**config.mk**
```make
export PLATFORM = sky130hd
export DESIGN_NAME = spike_rate_decoder
export DESIGN_NICKNAME = d
export VERILOG_FILES = /design/src/rtl/lif_pkg.sv /design/src/rtl/spike_channel_counter.sv /design/src/rtl/spike_rate_decoder.sv
export SDC_FILE = /design/constraint.sdc
export NUM_CORES = 1
export LEC_CHECK = 0
export CORE_UTILIZATION = 25
export DETAILED_ROUTE_END_ITERATION = 6
export GPL_TIMING_DRIVEN = 1
export MAX_ROUTING_LAYER = met4
export PLACE_DENSITY = 0.44
export SKIP_CTS_REPAIR_TIMING = 1
export SLEW_MARGIN = 20
export SYNTH_ARGS = -nofsm -noshare
export SYNTH_HDL_FRONTEND = slang
export SYNTH_SLANG_ARGS = --single-unit
```
**constraint.sdc**
```tcl
create_clock -name clk -period 4.2 [get_ports clk]
set_clock_uncertainty 0.2 [all_clocks]
set_input_delay 1.05 -clock clk [delete_from_list [all_inputs] [get_ports clk]]
set_output_delay 1.05 -clock clk [all_outputs]
set_load 0.02 [all_outputs]
```
**src/rtl/lif_pkg.sv**
```systemverilog
// Shared definitions for the spike rate decoder.
//   state_t        : decoder FSM state (IDLE / COUNT)
//   CNT_W_DEF      : default spike count width
//   WIN_W_DEF      : default window length width
//   NO_SPIKE_LAT   : latency reported by a channel that stayed silent for a
//                    whole window (all ones, truncated to WIN_W by the user)
package lif_pkg;

    typedef enum logic {
        IDLE  = 1'b0,
        COUNT = 1'b1
    } state_t;

    localparam int CNT_W_DEF = 8;
    localparam int WIN_W_DEF = 8;

    localparam logic [31:0] NO_SPIKE_LAT = 32'hFFFF_FFFF;

endpackage

```
**src/rtl/spike_channel_counter.sv**
```systemverilog
// One spike channel: saturating spike counter plus its result register, and
// (with SPIKE_LATENCY_EN defined) first-spike latency capture.
// Ports:
//   clk, rst_n  : clock, asynchronous active-low reset
//   active      : counting enabled this cycle
//   spike       : spike level of this channel
//   win_end     : this cycle is the last cycle of the window
//   win_cnt     : window position (SPIKE_LATENCY_EN only)
//   lat_res     : latched first-spike latency (SPIKE_LATENCY_EN only)
//   count_res   : latched spike count of the last completed window
module spike_channel_counter #(
    parameter int CNT_W = 8
`ifdef SPIKE_LATENCY_EN
    ,
    parameter int WIN_W = 8
`endif
) (
    input  logic             clk,
    input  logic             rst_n,
    input  logic             active,
    input  logic             spike,
    input  logic             win_end,
`ifdef SPIKE_LATENCY_EN
    input  logic [WIN_W-1:0] win_cnt,
    output logic [WIN_W-1:0] lat_res,
`endif
    output logic [CNT_W-1:0] count_res
);

    logic [CNT_W-1:0] cnt;

    // Holds at all-ones instead of wrapping.
    function automatic logic [CNT_W-1:0] sat_inc(input logic [CNT_W-1:0] v,
                                                input logic             inc);
        return (inc && (v != '1)) ? v + CNT_W'(1) : v;
    endfunction

    // The closing cycle's spike is folded into the latched count.
    always_ff @(posedge clk or negedge rst_n) begin
        if (!rst_n) begin
            cnt       <= '0;
            count_res <= '0;
        end else if (active) begin
            if (win_end) begin
                count_res <= sat_inc(cnt, spike);
                cnt       <= '0;
            end else begin
                cnt <= sat_inc(cnt, spike);
            end
        end
    end

`ifdef SPIKE_LATENCY_EN
    import lif_pkg::*;

    logic [WIN_W-1:0] lat;
    logic             seen;

    always_ff @(posedge clk or negedge rst_n) begin
        if (!rst_n) begin
            lat     <= '0;
            seen    <= 1'b0;
            lat_res <= '0;
        end else if (active) begin
            if (win_end) begin
                // A first spike on the closing cycle still counts.
                if (seen)
                    lat_res <= lat;
                else if (spike)
                    lat_res <= win_cnt;
                else
                    lat_res <= WIN_W'(NO_SPIKE_LAT);
                lat  <= '0;
                seen <= 1'b0;
            end else if (spike && !seen) begin
                lat  <= win_cnt;
                seen <= 1'b1;
            end
        end
    end
`endif

endmodule

```
**src/rtl/spike_rate_decoder.sv**
```systemverilog
// Windowed spike-rate decoder: counts spikes per channel over a window of
// win_len cycles and presents one result set through a valid/ready handshake.
// Optional feature macro: SPIKE_LATENCY_EN (first-spike latency per channel;
// without it first_lat is constant 0).
// Ports:
//   clk, rst_n  : clock, asynchronous active-low reset
//   ena         : 1 = decode, 0 = freeze all counters
//   spike_in    : per-channel spike levels
//   win_len     : window length in cycles (0 behaves as 1), sampled at window start
//   sel         : channel presented on rate_out / first_lat (>= NUM_CH gives 0)
//   rate_out    : spike count of channel sel for the last completed window
//   first_lat   : first-spike latency of channel sel
//   rate_valid  : result set available
//   rate_ready  : consumer accepts the result set
//   overrun     : sticky, an unaccepted result set was overwritten
module spike_rate_decoder
    import lif_pkg::*;
#(
    parameter int NUM_CH = 3,
    parameter int CNT_W  = CNT_W_DEF,
    parameter int WIN_W  = WIN_W_DEF
) (
    input  logic              clk,
    input  logic              rst_n,
    input  logic              ena,
    input  logic [NUM_CH-1:0] spike_in,
    input  logic [WIN_W-1:0]  win_len,
    input  logic [1:0]        sel,
    output logic [CNT_W-1:0]  rate_out,
    output logic [WIN_W-1:0]  first_lat,
    output logic              rate_valid,
    input  logic              rate_ready,
    output logic              overrun
);

    state_t           state, state_nxt;
    logic             active;
    logic [WIN_W-1:0] win_cnt;
    logic [WIN_W-1:0] len_q;
    logic [WIN_W-1:0] eff_len;
    logic             win_end;
    logic             handshake;

    logic [CNT_W-1:0] cnt_res [NUM_CH];
`ifdef SPIKE_LATENCY_EN
    logic [WIN_W-1:0] lat_res [NUM_CH];
`endif

    // Counting follows the state being entered, so the first cycle with
    // ena=1 already counts and spikes during ena=0 are never seen.
    always_comb begin
        state_nxt = state;
        case (state)
            IDLE:    if (ena)  state_nxt = COUNT;
            COUNT:   if (!ena) state_nxt = IDLE;
            default: state_nxt = IDLE;
        endcase
    end

    assign active = (state_nxt == COUNT);

    // On the first window cycle the live win_len is used directly; later
    // cycles use the copy sampled then.
    always_comb begin
        eff_len = len_q;
        if (win_cnt == '0)
            eff_len = (win_len == '0) ? WIN_W'(1) : win_len;
    end

    assign win_end   = active && (win_cnt == eff_len - WIN_W'(1));
    assign handshake = rate_valid && rate_ready;

    always_ff @(posedge clk or negedge rst_n) begin
        if (!rst_n) begin
            state      <= IDLE;
            win_cnt    <= '0;
            len_q      <= '0;
            rate_valid <= 1'b0;
            overrun    <= 1'b0;
        end else begin
            state <= state_nxt;
            if (active) begin
                if (win_cnt == '0)
                    len_q <= eff_len;
                win_cnt <= win_end ? '0 : win_cnt + WIN_W'(1);
            end
            if (win_end)
                rate_valid <= 1'b1;
            else if (handshake)
                rate_valid <= 1'b0;
            // A handshake on the overwrite cycle consumes the old set, so no overrun.
            if (handshake)
                overrun <= 1'b0;
            else if (win_end && rate_valid)
                overrun <= 1'b1;
        end
    end

    for (genvar g = 0; g < NUM_CH; g++) begin : g_ch
        spike_channel_counter #(
            .CNT_W (CNT_W)
`ifdef SPIKE_LATENCY_EN
            ,
            .WIN_W (WIN_W)
`endif
        ) u_ch (
            .clk       (clk),
            .rst_n     (rst_n),
            .active    (active),
            .spike     (spike_in[g]),
            .win_end   (win_end),
`ifdef SPIKE_LATENCY_EN
            .win_cnt   (win_cnt),
            .lat_res   (lat_res[g]),
`endif
            .count_res (cnt_res[g])
        );
    end

    always_comb begin
        rate_out  = '0;
        first_lat = '0;
        for (int i = 0; i < NUM_CH; i++) begin
            if (int'(sel) == i) begin
                rate_out = cnt_res[i];
`ifdef SPIKE_LATENCY_EN
                first_lat = lat_res[i];
`endif
            end
        end
    end

endmodule

```
After elaboration in Yosys (flattened, before gate mapping). Index checks and enable logic that the tools add are counted.

Add/subtract/negate cells: 5. Equal/unequal tests: 6. Multiplexer cells: 17. Reductions and logical operators: 13.

Operator list (number): $mux W8 (12); $add A8 B1 Y8 const B (4); $ne A8 B8 Y1 const B (3); $logic_not A8 Y1 (2); $eq A8 B8 Y1 (1); $sub A8 B1 Y8 const B (1); $logic_and A1 B1 Y1 (6); $mux W1 (5); $eq A2 B2 Y1 const B (2); $reduce_and A2 Y1 (2); $reduce_bool A2 Y1 (2); $logic_not A2 Y1 (1).

Register bits: 66. Logic and storage cells: 51.

Logic depth before layout (Yosys ltp).
Depth after elaboration: 9. Depth in mapped cells: 14. Gate-level depth less buffers: 11.

Hierarchy. From an unflattened synthesis, not the netlist that was laid out.

Cell total of the unflattened synthesis: 439. Area total of the unflattened synthesis: 4144.0 sq um.

By module, submodules not included: spike_channel_counter (times used 3, cells each 91, area an instance 885.8 sq um); spike_rate_decoder (times used 1, cells each 166, area an instance 1486.4 sq um).

Least setup slack after synthesis. OpenSTA, ideal clock, no wires.

Path kind: input port to flip-flop. Start: input port win_len[3]. End: register g_ch[0].u_ch.count_res[1]. Arrival: 3.341 ns. Data required time: 3.875 ns. Path slack: 0.534 ns. Stages: 11. Buffers on the path: 1. Path through: nor4_1 > nand2b_1 > o31ai_1 > mux2i_1 > ha_1 > xor2_1 > nand2_1 > nor3_2 > nand4_4 > buf_6 > mux2_4.

Cells in the longest elaborated chain, start to end: 7.

RTL lines: start, declared (line spike_rate_decoder.sv:27) `input logic [WIN_W-1:0] win_len,`; $logic_not A8 Y1 (line spike_rate_decoder.sv:67) `eff_len = (win_len == '0) ? WIN_W'(1) : win_len;`; $mux W8 * (line spike_rate_decoder.sv:67); $mux W8 * (line spike_rate_decoder.sv:66) `if (win_cnt == '0)`; $sub A8 B1 Y8 * (line spike_rate_decoder.sv:70) `assign win_end = active && (win_cnt == eff_len - WIN_W'(1));`; $eq A8 B8 Y1 * (line spike_rate_decoder.sv:70); $logic_and A1 B1 Y1 * (line spike_rate_decoder.sv:70); $reduce_and A2 Y1 (no source line) *; end signal, assigned (line spike_channel_counter.sv:45) `count_res <= sat_inc(cnt, spike);`; end, declared (line spike_channel_counter.sv:27) `output logic [CNT_W-1:0] count_res`.

Every way passes the cells marked *; elsewhere a longest branch is shown, timed or not. A chain may end at the register's enable or synchronous reset.

Worst setup path after layout.
Start: input port sel[1]. End: output port rate_out[1].

Cells in the longest elaborated chain, start to end: 4. Elaborated cells on any way between the ends: 6. Classes of those cells: eq/ne (2); mux (3); reduce/logical (1).

RTL lines: start, declared (line spike_rate_decoder.sv:28) `input logic [1:0] sel,`; $logic_not A2 Y1 (line spike_rate_decoder.sv:124) `if (int'(sel) == i) begin`; $mux W8 (2 in a row) (line spike_rate_decoder.sv:124); $mux W8 * (line spike_rate_decoder.sv:124); end, declared (line spike_rate_decoder.sv:29) `output logic [CNT_W-1:0] rate_out,`.

Marked as above.

==> run_results.csv <==
group,metric,value,unit
timing,worst_pin_slew,618,ps
worst_setup_path,cp.required,2950,ps
worst_setup_path,cp_max_fo,9,
routing,vias,3030,
yosys,yosysTopAreaCellShare,40.1,%
die,dieArea,0.0170,mm^2
yosys,ys_top_cells_by_area,"dfrtp_1 40%, mux2_4 6.9%, mux2i_1 5.6%, xnor2_1 4.7%, mux2_2 4.4%",
timing,rsz0062_at_grt,"no",
die,ios,35,
routing,wl_met3,302,um
power_and_ir_drop,seq_power_share,40.1,%
final_layout,final_cells,671,
power_and_ir_drop,swShare,30.9,%
placed_design,place_congestion,0.775,
power_and_ir_drop,ir_worst_vdd,0.168,mV
clocking,cts_tree,"done",
routing,drt_wl_total,9090,um
job,maxCapViolCount,0,
routing,drt-initial-drc-count,197,
timing,hold_slack,305,ps
worst_setup_path,crit_top_cell,"clkdlybuf4s50_1",
yosys,synth_top_cell_by_area,"dfrtp_1",
worst_setup_path,cp-end-kind,"output port",
placed_design,placed_cells,655,
placed_design,pre_cts_ws,-113,ps
power_and_ir_drop,p_comb_share,21.4,%
timing,setup_violations,0,
clocking,insertion_delay,330,ps
yosys,syn_area_per_cell,9.88,um^2
worst_setup_path,crit_path_start_kind,"input pin",
global_route,grt_start_max_net_pins,33,
clocking,path_clk_slew,60,ps
routing,remaining_drc_errors,0,
final_layout,final_net_count,473,
yosys,synth_most_common_cell,"dfrtp_1",
timing,fmax,0.251,GHz
worst_setup_path,max_stage_delay,640,ps
worst_setup_path,cp.buffers_inverters,3,
die,start_util,25.8,%
routing,antenna_left,0,
routing,drtPass1Iterations,4,
power_and_ir_drop,power_density,428,mW/mm^2
timing,setup_ws,217,ps
timing,period_needed,3980,ps
hold_path,hp-class,"reg2reg",
yosys,synth-seq-cells,66,
die,fp-row-count,46,
power_and_ir_drop,intPower,1.48,mW
yosys,yosys_warnings,0,
power_and_ir_drop,leakage,2.24,nW
placed_design,port_buffers,26,
yosys,synthArstFlopShare,100,%
die,dieHeight,130,um
routing,wl_met2,4130,um
timing,period_share,94.8,%
clocking,cts_sinks,66,
die,die_w,130,um
routing,routedWlPerCell,13.6,um
yosys,ys_top_cells_by_count,"66 x dfrtp_1, 43 x nand2_1, 33 x nor2_1, 23 x mux2i_1, 22 x xnor2_1",
global_route,grt_pass1_vias,2960,
worst_setup_path,critPathSlowestCell,"clkdlybuf4s50_1",
final_layout,drive_gt1_share,20.9,%
routing,wl_met1,4540,um
clocking,cts_max_level,3,
yosys,syn-cell-area,0.00412,mm^2
global_route,antenna_found_initial,0,
placed_design,placed_area,0.00468,mm^2
final_layout,post-route-cell-area,0.00500,mm^2
routing,dr.max_layer_used,"met4",
clocking,clockBufferDepth,2,
timing,final-max-slew-violation-count,0,
worst_setup_path,setup.worst_path.class,"in2out",
clocking,root_buffer,"clkbuf_16",
worst_setup_path,crit_chain,"clkdlybuf4s50_1, nor2b_1, buf_4, nand2_1, o21ai_0, clkdlybuf4s50_1",
final_layout,area_delta_synth_final,21.4,%
routing,drt-vias-per-instance,4.52,
outcome,outcome,"finished, final reports clean",
yosys,ys_types,52,
global_route,grt_pass1_wl,15300,um
power_and_ir_drop,power.switching,0.661,mW
timing,slew_headroom,58.8,%
global_route,gr-total-overflow,0,
power_and_ir_drop,power.share.clock,38.5,%
global_route,grtUsageTotal,12.0,%
final_layout,fillers,1710,
clocking,numCtsBuffers,9,
final_layout,n_antenna_cell,0,
worst_setup_path,path_delay_family,"buffers and inverters",
yosys,synth_ff_type,"dfrtp_1",
die,fp.coreArea,0.0160,mm^2
power_and_ir_drop,p_total,2.14,mW
yosys,yosysSeqAreaShare,40.1,%
placed_design,dpl.hpwl,6600,um
timing,hold_viol_final,0,
worst_setup_path,crit_arrival,2730,ps
yosys,synth-edff-count,0,
yosys,synthCells,417,
==> stage by stage <==
stage          setup TNS (ps)  utilization [%]
2_1_floorplan               0                -
3_3_place_gp             -555             29.2
3_5_place_dp            -4400             29.2
4_1_cts                     0             31.3
5_1_grt                     0             31.3
6_report                    0             31.3
==> routing by layer <==
metal  GRT usage, %  vias to the layer above
met5              -                        -
met4           4.06                        0
met3           2.77                       11
met2           18.3                       44
met1           15.7                     1456
li1               -                     1519
==> power by group through the flow <==
| stage | Clock [mW] | Combinational (mW) | Sequential, mW |
|---|---|---|---|
| final | 0.824 | 0.459 | 0.858 |
| after global routing | 0.872 | 0.516 | 0.874 |
| after CTS | 0.852 | 0.468 | 0.857 |
| after detailed placement | 0 | 0.467 | 0.865 |
| after global placement | 0 | 0.463 | 0.866 |
| after floorplan | 0 | 0.378 | 0.809 |
==> placed cells by master (no fill, tap or decap), types with 3 or more instances in the layout <==
cell type / netlist / routed
mux2_4: 19 / 19
o31ai_1: 3 / 3
dfrtp_1: 66 / 66
nor3_2: 11 / 11
o21ai_0: 21 / 21
ha_1: 6 / 6
nor2b_1: 4 / 4
nand4_1: 9 / 9
and3_1: 4 / 4
mux2i_1: 23 / 23
a31o_2: 3 / 3
nor2_1: 33 / 33
conb_1: 1 / 8
inv_1: 14 / 14
nand2_1: 43 / 43
a31oi_1: 4 / 4
clkdlybuf4s50_1: 0 / 24
a21oi_1: 3 / 3
and4_1: 3 / 3
xor2_1: 13 / 13
nor3_1: 14 / 14
nand2b_1: 3 / 3
buf_4: 10 / 20
nor4_1: 3 / 3
clkbuf_16: 0 / 9
nand3_1: 12 / 12
mux2_2: 16 / 16
xnor2_1: 22 / 22
o22ai_1: 6 / 6
==> logic make-up (layout without fill, tap and decap cells) <==
| family | Yosys count | in the layout | synth area share (%) |
|---|---|---|---|
| AND/OR/NAND/NOR | 152 | 152 | 19.8 |
| flip-flops | 66 | 66 | 40.1 |
| multiplexers | 58 | 58 | 16.9 |
| AO/OA/AOI/OAI | 52 | 52 | 8.26 |
| buffers and inverters | 47 | 78 | 5.65 |
| XOR/XNOR | 35 | 35 | 7.44 |
| adder cells (fa/ha/maj) | 6 | 6 | 1.82 |
| other | 1 | 8 | 0.0910 |
==> worst paths after layout <==
check                                           from  slack (ps)  cells past startpoint                   endpoint
min in group asynchronous                      rst_n         530                      1                   len_q[7]
max                                           sel[1]         220                      6                rate_out[1]
min reg2reg                g_ch[0].u_ch.count_res[0]         310                      1  g_ch[0].u_ch.count_res[0]
max in group asynchronous                      rst_n        2560                      2        g_ch[1].u_ch.cnt[4]
max reg2reg                               win_cnt[0]         640                     12        g_ch[1].u_ch.cnt[6]
min                        g_ch[0].u_ch.count_res[0]         310                      1  g_ch[0].u_ch.count_res[0]
==> area by class of cell <==
class	count	area, um^2	share of cell area [%]
repair buffers	48	440	8.80
clock inverters	7	100	2.00
flip-flops and latches	66	1650	33.0
inverters	14	52.6	1.05
clock buffers	9	225	4.50
well taps	216	270	5.40
multi-input cells	311	2260	45.2
==> state kept, by name, summed over array words and instances, names as in the netlist <==
signal and cells:
len_q 8, win_cnt 8, rate_valid 1, overrun 1, g_ch.u_ch.count_res 24, g_ch.u_ch.cnt 24
Note: power is estimated with default switching activity, not from simulation.
